==> config.mk <==
export PLATFORM = sky130hd
export DESIGN_NAME = minterm_sweeper
export DESIGN_NICKNAME = d
export VERILOG_FILES = /design/src/rtl/minterm_sweeper_pkg.sv /design/src/rtl/minterm_sweeper_sweep_index_counter.sv /design/src/rtl/minterm_sweeper.sv
export SDC_FILE = /design/constraint.sdc
export NUM_CORES = 1
export LEC_CHECK = 0
export BUFFER_PORTS_ARGS = -buffer_cell sky130_fd_sc_hd__buf_2
export CORE_MARGIN = 4
export CORE_UTILIZATION = 40
export CTS_CLUSTER_DIAMETER = 50
export CTS_CLUSTER_SIZE = 24
export DETAILED_ROUTE_END_ITERATION = 7
export PLACE_DENSITY_LB_ADDON = 0.1
export SYNTH_ARGS = -nofsm -noshare
export SYNTH_HDL_FRONTEND = slang
export SYNTH_SLANG_ARGS = --single-unit
export TNS_END_PERCENT = 100
==> constraint.sdc <==
create_clock -name clk -period 3.3 [get_ports clk]
set_input_delay 0.495 -clock clk [delete_from_list [all_inputs] [get_ports clk]]
set_output_delay 0.495 -clock clk [all_outputs]
set_load 0.01 [all_outputs]
==> src/rtl/minterm_sweeper_pkg.sv <==
// Shared definitions for the minterm sweeper: FSM state encoding and table sizing.
package minterm_sweeper_pkg;

    typedef enum logic [1:0] {
        IDLE  = 2'd0,
        SWEEP = 2'd1,
        DONE  = 2'd2
    } sweep_state_t;

    localparam int DEFAULT_N = 4;

    // Every select code gets one table bit, so the table width follows from N.
    localparam int DEFAULT_TBL_W = 2 ** DEFAULT_N;

endpackage

==> src/rtl/minterm_sweeper_sweep_index_counter.sv <==
// N-bit up-counter with synchronous clear, count enable and terminal-count flag.
module sweep_index_counter #(
    parameter int N = 4
) (
    input  logic         clk,
    input  logic         reset,
    input  logic         clr,
    input  logic         en,
    output logic [N-1:0] count,
    output logic         tc
);

    always_ff @(posedge clk) begin
        if (reset || clr) begin
            count <= '0;
        end else if (en) begin
            count <= count + N'(1);
        end
    end

    assign tc = (count == {N{1'b1}});

endmodule

==> src/rtl/minterm_sweeper.sv <==
// Steps a downstream decoder through every select code and captures its output as a truth table.
// Optional macro MINTERM_SWEEPER_COUNT_EN adds ones_cnt, the population count of the captured table.
module minterm_sweeper
    import minterm_sweeper_pkg::*;
#(
    parameter int N     = DEFAULT_N,
    parameter int TBL_W = 2 ** N
) (
    input  logic             clk,
    input  logic             reset,
    input  logic             start,
    input  logic             abort,
    input  logic             f_in,
    output logic [N-1:0]     w_out,
    output logic             en_out,
    output logic             busy,
    output logic             done,
`ifdef MINTERM_SWEEPER_COUNT_EN
    output logic [N:0]       ones_cnt,
`endif
    output logic [TBL_W-1:0] table_out
);

    sweep_state_t state, state_next;
    logic [N-1:0] index;
    logic         index_tc;
    logic         launch;
    logic         sample;

    // abort outranks start when both arrive while idle
    assign launch = (state == IDLE) && start && !abort;
    assign sample = (state == SWEEP) && !abort;

    sweep_index_counter #(
        .N(N)
    ) u_index (
        .clk   (clk),
        .reset (reset),
        .clr   (state != SWEEP),
        .en    (sample),
        .count (index),
        .tc    (index_tc)
    );

    always_ff @(posedge clk) begin
        if (reset) begin
            state <= IDLE;
        end else begin
            state <= state_next;
        end
    end

    always_comb begin
        state_next = state;
        case (state)
            IDLE:    if (launch) state_next = SWEEP;
            SWEEP: begin
                if (abort) begin
                    state_next = IDLE;
                end else if (index_tc) begin
                    state_next = DONE;
                end
            end
            DONE:    state_next = IDLE;
            default: state_next = IDLE;
        endcase
    end

    assign en_out = (state == SWEEP);
    assign w_out  = (state == SWEEP) ? index : '0;
    assign busy   = (state == SWEEP);
    assign done   = (state == DONE);

    // f_in is combinational from w_out, so it is captured in the same cycle the code is shown
    always_ff @(posedge clk) begin
        if (reset || launch) begin
            table_out <= '0;
        end else if (sample) begin
            table_out[index] <= f_in;
        end
    end

`ifdef MINTERM_SWEEPER_COUNT_EN
    always_ff @(posedge clk) begin
        if (reset || launch) begin
            ones_cnt <= '0;
        end else if (sample) begin
            ones_cnt <= ones_cnt + {{N{1'b0}}, f_in};
        end
    end
`endif

endmodule
# Word level (Yosys, flattened, before mapping)
# Index checks and enable logic that the tools add are counted.
[classes]
add_sub_neg = 1
n_lt_le_gt_ge = 2
eq_ne = 6
muxes = 8
reduce_logical = 9
[ops]
columns = ["operator", "count"]
rows = [
  ["$bwmux 16", 1],
  ["$mux 2", 3],
  ["$lt 4x5->1 const B", 1],
  ["$add 4x1->4 const B", 1],
  ["$demux 1 s4", 1],
  ["$eq 4x4->1 const B", 1],
  ["$ge 4x1->1 const B", 1],
  ["$logic_and 1x1->1", 4],
  ["$mux 4", 1],
  ["$pmux 2 s2", 1],
  ["$ne 3x2->1 const B", 1],
  ["$eq 2x1->1 const B", 1],
  ["$eq 2x2->1 const B", 1],
  ["$logic_not 2->1", 1],
  ["$logic_or 1x1->1", 2],
  ["$ne 2x1->1 const B", 1],
  ["$ne 2x2->1 const B", 1],
  ["$reduce_and 2->1", 1],
  ["$logic_not 1->1", 1],
  ["$mux 1", 1],
]
[totals]
reg_bits = 22
in_bits = 5
out_inout_bits = 23
word_cells = 29

# Logic depth before layout (Yosys ltp)
# Gate-level depths: netlist (run 1).
[logic_depth]
depth_word = 5
mapped_depth = 6
ltp_nobuf = 5

# Cells and area by module
# A second synthesis (run 1) with hierarchy kept.
[hier_totals]
hier_cells = 118
area_unflattened_um2 = 1154.9
[by_module_without_submodules]
columns = ["module", "n_inst", "cells_per_inst", "area_per_inst_um2", "seq_area_each_um2"]
rows = [
  ["minterm_sweeper", 1, 100, 960.9, 360.3],
  ["sweep_index_counter", 1, 18, 193.9, 80.1],
]

# Worst setup path before layout (run 1)
# Ideal clock, no wire load.
[synth_timing]
kind = "input-to-reg"
start = "input abort"
end = "register table_out[15]"
setup_ns = 0.120
arrival_ns = 1.506
required_time_ns = 3.180
slack_ns = 1.675
path_stages = 6
path_buffers = 3
cell_sequence = "buf_6 -> or4b_1 -> buf_6 -> nand3b_4 -> buf_6 -> mux2i_1"
[synth_between]
elab_chain_len = 3
elab_cells_between_ends = 4
classes_between = "reduce/logical (4)"
[synth_lines]
columns = ["item", "line_no", "text"]
rows = [
  ["start, declared", "minterm_sweeper.sv:12", "input logic abort,"],
  ["$logic_not 1->1 *", "minterm_sweeper.sv:31, minterm_sweeper.sv:32", ""],
  ["$logic_and 1x1->1", "minterm_sweeper.sv:31", "assign launch = (state == IDLE) && start && !abort;"],
  ["$logic_or 1x1->1", "minterm_sweeper.sv:76", "if (reset || launch) begin"],
  ["end signal, assigned by index", "minterm_sweeper.sv:79", "table_out[index] <= f_in;"],
  ["end, declared", "minterm_sweeper.sv:21", "output logic [TBL_W-1:0] table_out"],
]
# Mark *: on every way between the ends. The rest lies on a longest branch, timed or not.
# A chain may end at the register's enable or synchronous reset.

# Worst setup path in the final report (run 1)
[layout_timing]
start = "register state[0]"
end = "output w_out[2]"
[layout_between]
elab_chain_len = 2
[layout_lines]
columns = ["item", "line_no", "text"]
rows = [
  ["start, declared", "minterm_sweeper.sv:24", "sweep_state_t state, state_next;"],
  ["start signal, assigned", "minterm_sweeper.sv:49", "state <= state_next;"],
  ["$eq 2x1->1", "minterm_sweeper.sv:70", "assign w_out = (state == SWEEP) ? index : '0;"],
  ["$mux 4", "minterm_sweeper.sv:70", ""],
  ["end, declared", "minterm_sweeper.sv:14", "output logic [N-1:0] w_out,"],
]
# No other way between the ends.

==> results of run 1 <==
-- state kept, by name (all words and copies together) (netlist names) --
register	cells
table_out	16
u_index.count	4
state	2
-- cell usage in the layout, fill, tap and decap left out, types with 4 or more instances in the layout --
master    instances
buf_2            27
dfxtp_1          22
mux2i_1          17
nand3b_1         16
nand2_1          12
nor3_1            6
and4bb_2          4
nand3_1           4
ha_1              4
-- power groups by stage --
stage,Sequential [uW],Clock (uW),Combinational (uW)
floorplan,274,0,26.7
global placement,274,0,28.8
detailed placement,274,0,29.4
CTS,268,216,29.6
global route,269,231,32.5
finish,268,210,28.9
-- worst register-to-register path, cell delays in order, from the launching register on --
cell and delay (ps):
dfxtp_1 400, or4b_1 840, nand3b_4 310, mux2i_1 110
-- cells by family (layout without fill, tap and decap cells) --
kind of cell | Yosys count | in the layout | synth area share [%]
adder cells (fa/ha/maj) | 4 | 4 | 4.36
flip-flops | 22 | 22 | 38.4
buffers and inverters | 12 | 34 | 7.09
multiplexers | 17 | 17 | 14.8
AO/OA/AOI/OAI | 1 | 1 | 0.436
AND/OR/NAND/NOR | 57 | 57 | 32.6
XOR/XNOR | 3 | 3 | 2.29
-- final cells by class --
| cell class | count | area, um2 |
|---|---|---|
| clock buffers | 3 | 22.5 |
| clock inverters | 1 | 30.0 |
| fillers | 271 | 1450 |
| inverters | 3 | 11.3 |
| multi-input cells | 82 | 626 |
| flip-flops and latches | 22 | 440 |
| well taps | 31 | 38.8 |
| repair buffers | 27 | 135 |
-- through the flow --
| step | hold slack, ps | instance area (um2) |
|---|---|---|
| final | 462 | 1300 |
| after global placement | 477 | 1250 |
| after global routing | 474 | 1300 |
| after CTS | 457 | 1300 |
| after floorplan | 498 | 1150 |
| after detailed placement | 481 | 1250 |
-- final timing paths --
path / slack (ps) / endpoint / depth (start not counted)
min: 460 / state[0] / 2
max: 1300 / w_out[2] / 4
min reg2reg: 500 / table_out[3] / 2
max reg2reg: 1540 / table_out[9] / 3
-- per-layer routing --
| metal | vias to the layer above | share of wire [%] |
|---|---|---|
| li1 | 446 | - |
| met4 | 0 | 1.7 |
| met1 | 391 | 47 |
| met5 | - | 0 |
| met3 | 5 | 4.1 |
| met2 | 17 | 47 |
==> impl_metrics.csv, run 1 <==
group,metric,value,unit
run_status,status,"complete, no violations",
pwr,p_clk_share,41.4,%
setup_path,worstSetupStartpoint,"state[0]",
pwr,ir_drop,0.232,mV
routing,antenna_left,0,
clock_network,clk_path_buf_depth,2,
pwr,switchingPower,106,uW
yosys,ys_seq_elements,22,
pwr,netSwitchingFraction,20.9,%
layout,finalNonFillerCells,169,
pwr,comb_power_share,5.7,%
routing,drtPass1Iterations,4,
die,fp.dieArea,3790,um2
yosys,synth.largest_area_cell,"dfxtp_1",
sta,rsz0062_at_grt,"false",
sta,clock_skew,1.52,ps
setup_path,cp_top_family,"flip-flops",
sta,max_slew_margin,59.7,%
yosys,ys.flop_type,"dfxtp_1",
grt,antenna_found_initial,0,
yosys,netlist.area_leader.share,38.4,%
yosys,ys.warnings.count,0,
die,initial_utilization,41.6,%
grt,use_met1,16.9,%
setup_path,cp_max_fo,10,
sta,max_freq,499,MHz
clock_network,cts_buffers,3,
pwr,cellPowerDensity,389,nW/um2
layout,finalCoreUtilization,47.3,%
run,maxCapViolCount,0,
pwr,p_int,401,uW
sta,setup_violations,0,
pwr,pwr-share-seq,52.9,%
setup_path,slowest_stage,"dfxtp_1",
clock_network,postCtsHoldBufs,0,
layout,antennaDiodeCount,0,
place,hpwl,1600,um
sta,post-route-min-period,2000,ps
yosys,ys_top_cells_by_area,"dfxtp_1, mux2i_1, nand3b_1",
yosys,ys_top_cells_by_count,"dfxtp_1, mux2i_1, nand3b_1",
sta,setup_ws,1300,ps
yosys,synth.avg_cell_area,9.89,um2
routing,vias,859,
sta,tns,0,ps
sta,hold_violations,0,
setup_path,end_kind,"primary output",
layout,area_growth,13.6,%
layout,drive_above_1_share,26.1,%
die,chipWidth,61.6,um
die,rows,19,
clock_network,cts-root-buf,"clkbuf_4",
pwr,p_leak,0.000648,uW
grt,grt_pass1_wl,3800,um
setup_path,worstPathCellList,"or2b_1, inv_1, and2_1, buf_2",
yosys,ys_seq_area_share,38.4,%
yosys,ys_types,26,
yosys,async_flop_share,0,%
die,die-height,61.6,um
worst_hold_path,hp-start,"abort",
clock_network,h-tree-depth,1,
place,dp_slack,1270,ps
setup_path,crit_path_max_incr_delay,480,ps
setup_path,crit_required,2800,ps
grt,grt_max_degree,24,
yosys,synthesis.area,1150,um2
sta,fin_crit_sh,60.7,%
clock_network,clkLatencyLatePin,310,ps
clock_network,cts_tree,"built",
sta,tightest_slew,605,ps
place,port_buffers,27,
routing,drc_errors,0,
pwr,power,507,uW
clock_network,clk_pin_slew,130,ps
setup_path,start_kind,"flop",
routing,wirelength,2250,um
yosys,synth_edf_count,0,
grt,grt_usage,13.6,%
place,numPlacedInstances,165,
clock_network,ctsResizeCount,0,
routing,drt_iter0_markers,27,
yosys,syn_inst,116,
setup_path,path_buf_inv,2,
setup_path,crit_type,"reg -> out",
die,core_area,2760,um2
routing,routed_via_density,5.08,
grt,met2_usage,22.4,%
yosys,synth_nets,125,
worst_hold_path,hold_path.class,"in -> reg",
setup_path,reg2reg_from,"state[0]",
routing,wl_per_cell,13.3,um
grt,first_global_vias,856,
place,gp_congestion,0.811,
clock_network,post_cts_buffers,0,
layout,nets,148,
clock_network,cts_sinks,22,
sta,slew_violations,0,
yosys,yosysMostFrequentCell,"dfxtp_1",
grt,busiest_layer,"met2",
grt,grt-ovfl-total,0,
grt,use_met3,3.14,%
setup_path,arrival,1510,ps
die,ios,28,
Note: power is estimated with default switching activity, not from simulation.
==> run 2, diff against run 1 <==
--- a/config.mk
+++ b/config.mk
@@ -5,6 +5,7 @@
 export SDC_FILE = /design/constraint.sdc
 export NUM_CORES = 1
 export LEC_CHECK = 0
+export ABC_AREA = 1
 export BUFFER_PORTS_ARGS = -buffer_cell sky130_fd_sc_hd__buf_2
 export CORE_MARGIN = 4
 export CORE_UTILIZATION = 40
==> constraint.sdc (replaced) <==
create_clock -name clk -period 2 [get_ports clk]
set_input_delay 0.3 -clock clk [delete_from_list [all_inputs] [get_ports clk]]
set_output_delay 0.3 -clock clk [all_outputs]
set_load 0.01 [all_outputs]
==> run 2 against run 1 <==
  * Register-to-register slack got worse by 840 ps
  * Worst setup slack got worse by 850 ps
  * Non-clock buffer count did not move
  * Synthesized cell count grew 46%
  * Global-route usage rose by 0.78 points
  * Hold slack got worse by 220 ps
  * Combinational power grew 110%
  * Clock power increased by 15%
  * First-iteration DRC count grew 81%
  * Cell count up 33%
==> impl_metrics.csv, run 2 <==
group,metric,value,unit
yosys,yosys.area_share.xor_xnor,0.772,%
place,port_buffers,27,
sta,rsz0062_at_grt,"false",
worst_hold_path,hold_path.class,"in -> reg",
pwr,switchingPower,174,uW
sta,whs,240,ps
die,ios,28,
sta,post-route-min-period,1550,ps
pwr,cellPowerDensity,575,nW/um2
yosys,ys_types,19,
yosys,ys.warnings.count,0,
grt,grt_usage,14.3,%
grt,grt_pass1_wl,4030,um
yosys,ys_top_cells_by_area,"dfxtp_1, nor2_1, nand2_1",
setup_path,crit_required,1700,ps
pwr,netSwitchingFraction,23.4,%
yosys,synth_edf_count,0,
sta,clock_skew,1.50,ps
clock_network,postCtsHoldBufs,0,
yosys,synth.avg_cell_area,6.72,um2
routing,drc_errors,0,
sta,slew_violations,0,
worst_hold_path,hp-start,"reset",
layout,antennaDiodeCount,0,
routing,wl_per_cell,10.5,um
sta,tightest_slew,480,ps
yosys,ys_top_cells_by_count,"nor2_1, nand2_1, dfxtp_1",
grt,first_global_vias,976,
yosys,synth_top_family_by_area,"simple AND/OR/NAND/NOR gates",
layout,area_growth,14.0,%
pwr,ir_drop,0.390,mV
setup_path,arrival,1250,ps
grt,grt_max_degree,18,
sta,setup_violations,0,
die,rows,19,
yosys,syn_inst,169,
die,core_area,2730,um2
yosys,synth_simple_gate_area_share,40.2,%
clock_network,cts_buffers,3,
setup_path,rrSetupSlack,700,ps
layout,nets,203,
layout,largest_reg_flops,16,
clock_network,post_cts_buffers,0,
setup_path,reg2reg_from,"u_index.count[0]",
place,gp_congestion,0.808,
routing,wirelength_met1,1130,um
pwr,p_leak,0.000563,uW
yosys,netlist.area_leader.share,38.8,%
setup_path,end_kind,"primary output",
setup_path,crit_type,"reg -> out",
yosys,synth_compound_area_share,6.28,%
clock_network,cts_tree,"built",
clock_network,clk_pin_slew,120,ps
routing,highest_layer,"met4",
yosys,synth.area.mux_share,0,%
yosys,ys_seq_elements,22,
routing,wirelength,2360,um
routing,routed_via_density,4.66,
layout,layout_common_cells,"nor2_1, nand2_1, buf_2, dfxtp_1, nand3_1",
yosys,ys.flop_type,"dfxtp_1",
sta,fin_crit_sh,77.5,%
pwr,pwr-share-seq,59.6,%
grt,antenna_found_initial,0,
pwr,comb_power_share,8.0,%
sta,max_slew_margin,68.0,%
layout,drive_above_1_share,21.2,%
clock_network,cts_sinks,22,
routing,antenna_left,0,
routing,wl_met2,1120,um
sta,max_freq,645,MHz
pwr,p_int,569,uW
die,fp.dieArea,3750,um2
yosys,async_flop_share,0,%
setup_path,cp_max_fo,9,
sta,tns,0,ps
yosys,synth_nets,178,
sta,hold_violations,0,
die,die-height,61.3,um
routing,wl_met3,83,um
die,chipWidth,61.3,um
yosys,synthesis.area,1130,um2
grt,grt-ovfl-total,0,
routing,drt_iter0_markers,49,
run_status,status,"complete, no violations",
layout,largestRegisters,"table_out: 16 flops, u_index.count: 4 flops, state: 2 flops",
layout,top_register,"table_out",
setup_path,start_kind,"flop",
yosys,yosysMostFrequentCell,"nor2_1",
yosys,synth.largest_area_cell,"dfxtp_1",
place,hpwl,1840,um
routing,drtPass1Iterations,4,
clock_network,clkLatencyLatePin,300,ps
yosys,ys_seq_area_share,38.8,%
run,maxCapViolCount,0,
routing,vias,1043,
die,initial_utilization,41.5,%
setup_path,worstSetupStartpoint,"u_index.count[2]",
clock_network,clk_path_buf_depth,2,
clock_network,ctsResizeCount,0,
pwr,p_clk_share,32.4,%
yosys,synthAdderAreaFrac,4.41,%
clock_network,cts-root-buf,"clkbuf_4",
layout,final_common_cell,"nor2_1",
clock_network,h-tree-depth,1,
## run 2: cell type report
class / count / area [um2]
Clock buffer: 4 / 36.3
Fill cell: 297 / 1440
Multi-Input combinational cell: 125 / 587
Inverter: 15 / 56.3
Timing Repair Buffer: 27 / 135
Sequential cell: 22 / 440
Tap cell: 31 / 38.8
## run 2: per-stage QoR
stage / instance area [um2] / power, uW / instances / setup slack, ps / utilization [%]
detailed placement: 1260 / 513 / 220 / 637 / 46.0
global placement: 1260 / 512 / 220 / 680 / 46.0
CTS: 1290 / 756 / 224 / 445 / 47.3
global route: 1290 / 785 / 224 / 338 / 47.3
finish: 1290 / 744 / 224 / 450 / 47.3
floorplan: 1130 / 501 / 169 / 885 / -
## run 2: kinds of logic after synthesis
family                     after synthesis
adders and majority gates                4
and+or+nand+nor                        108
DFF                                     22
xor gates and xnor gates                 1
AOI/OAI and AO/OA                       12
buffers and inverters                   22
## run 2: per-layer routing
metal / track usage [%] / up-vias
li1: - / 572
met1: 17.9 / 450
met2: 24.5 / 19
met3: 1.89 / 2
met4: 6.50 / 0
met5: 0 / -
## run 2: final timing paths
check	to	cells past startpoint
max reg2reg	table_out[12]	6
min reg2reg	table_out[9]	2
min	state[0]	2
max	w_out[2]	3
## run 2: worst max-delay path, cell delays in order, from the launching register on
cell and delay (ps):
dfxtp_1 500, inv_1 160, nor2_1 140, buf_2 140
## run 2: power by group through the flow
| stage | clock (uW) | combinational [uW] | sequential (uW) |
|---|---|---|---|
| 3_5_place_dp | 0 | 60.2 | 453 |
| 3_3_place_gp | 0 | 58.9 | 453 |
| 2_1_floorplan | 0 | 48.3 | 453 |
| 6_report | 241 | 59.5 | 443 |
| 5_1_grt | 273 | 68.2 | 444 |
| 4_1_cts | 253 | 60.2 | 443 |
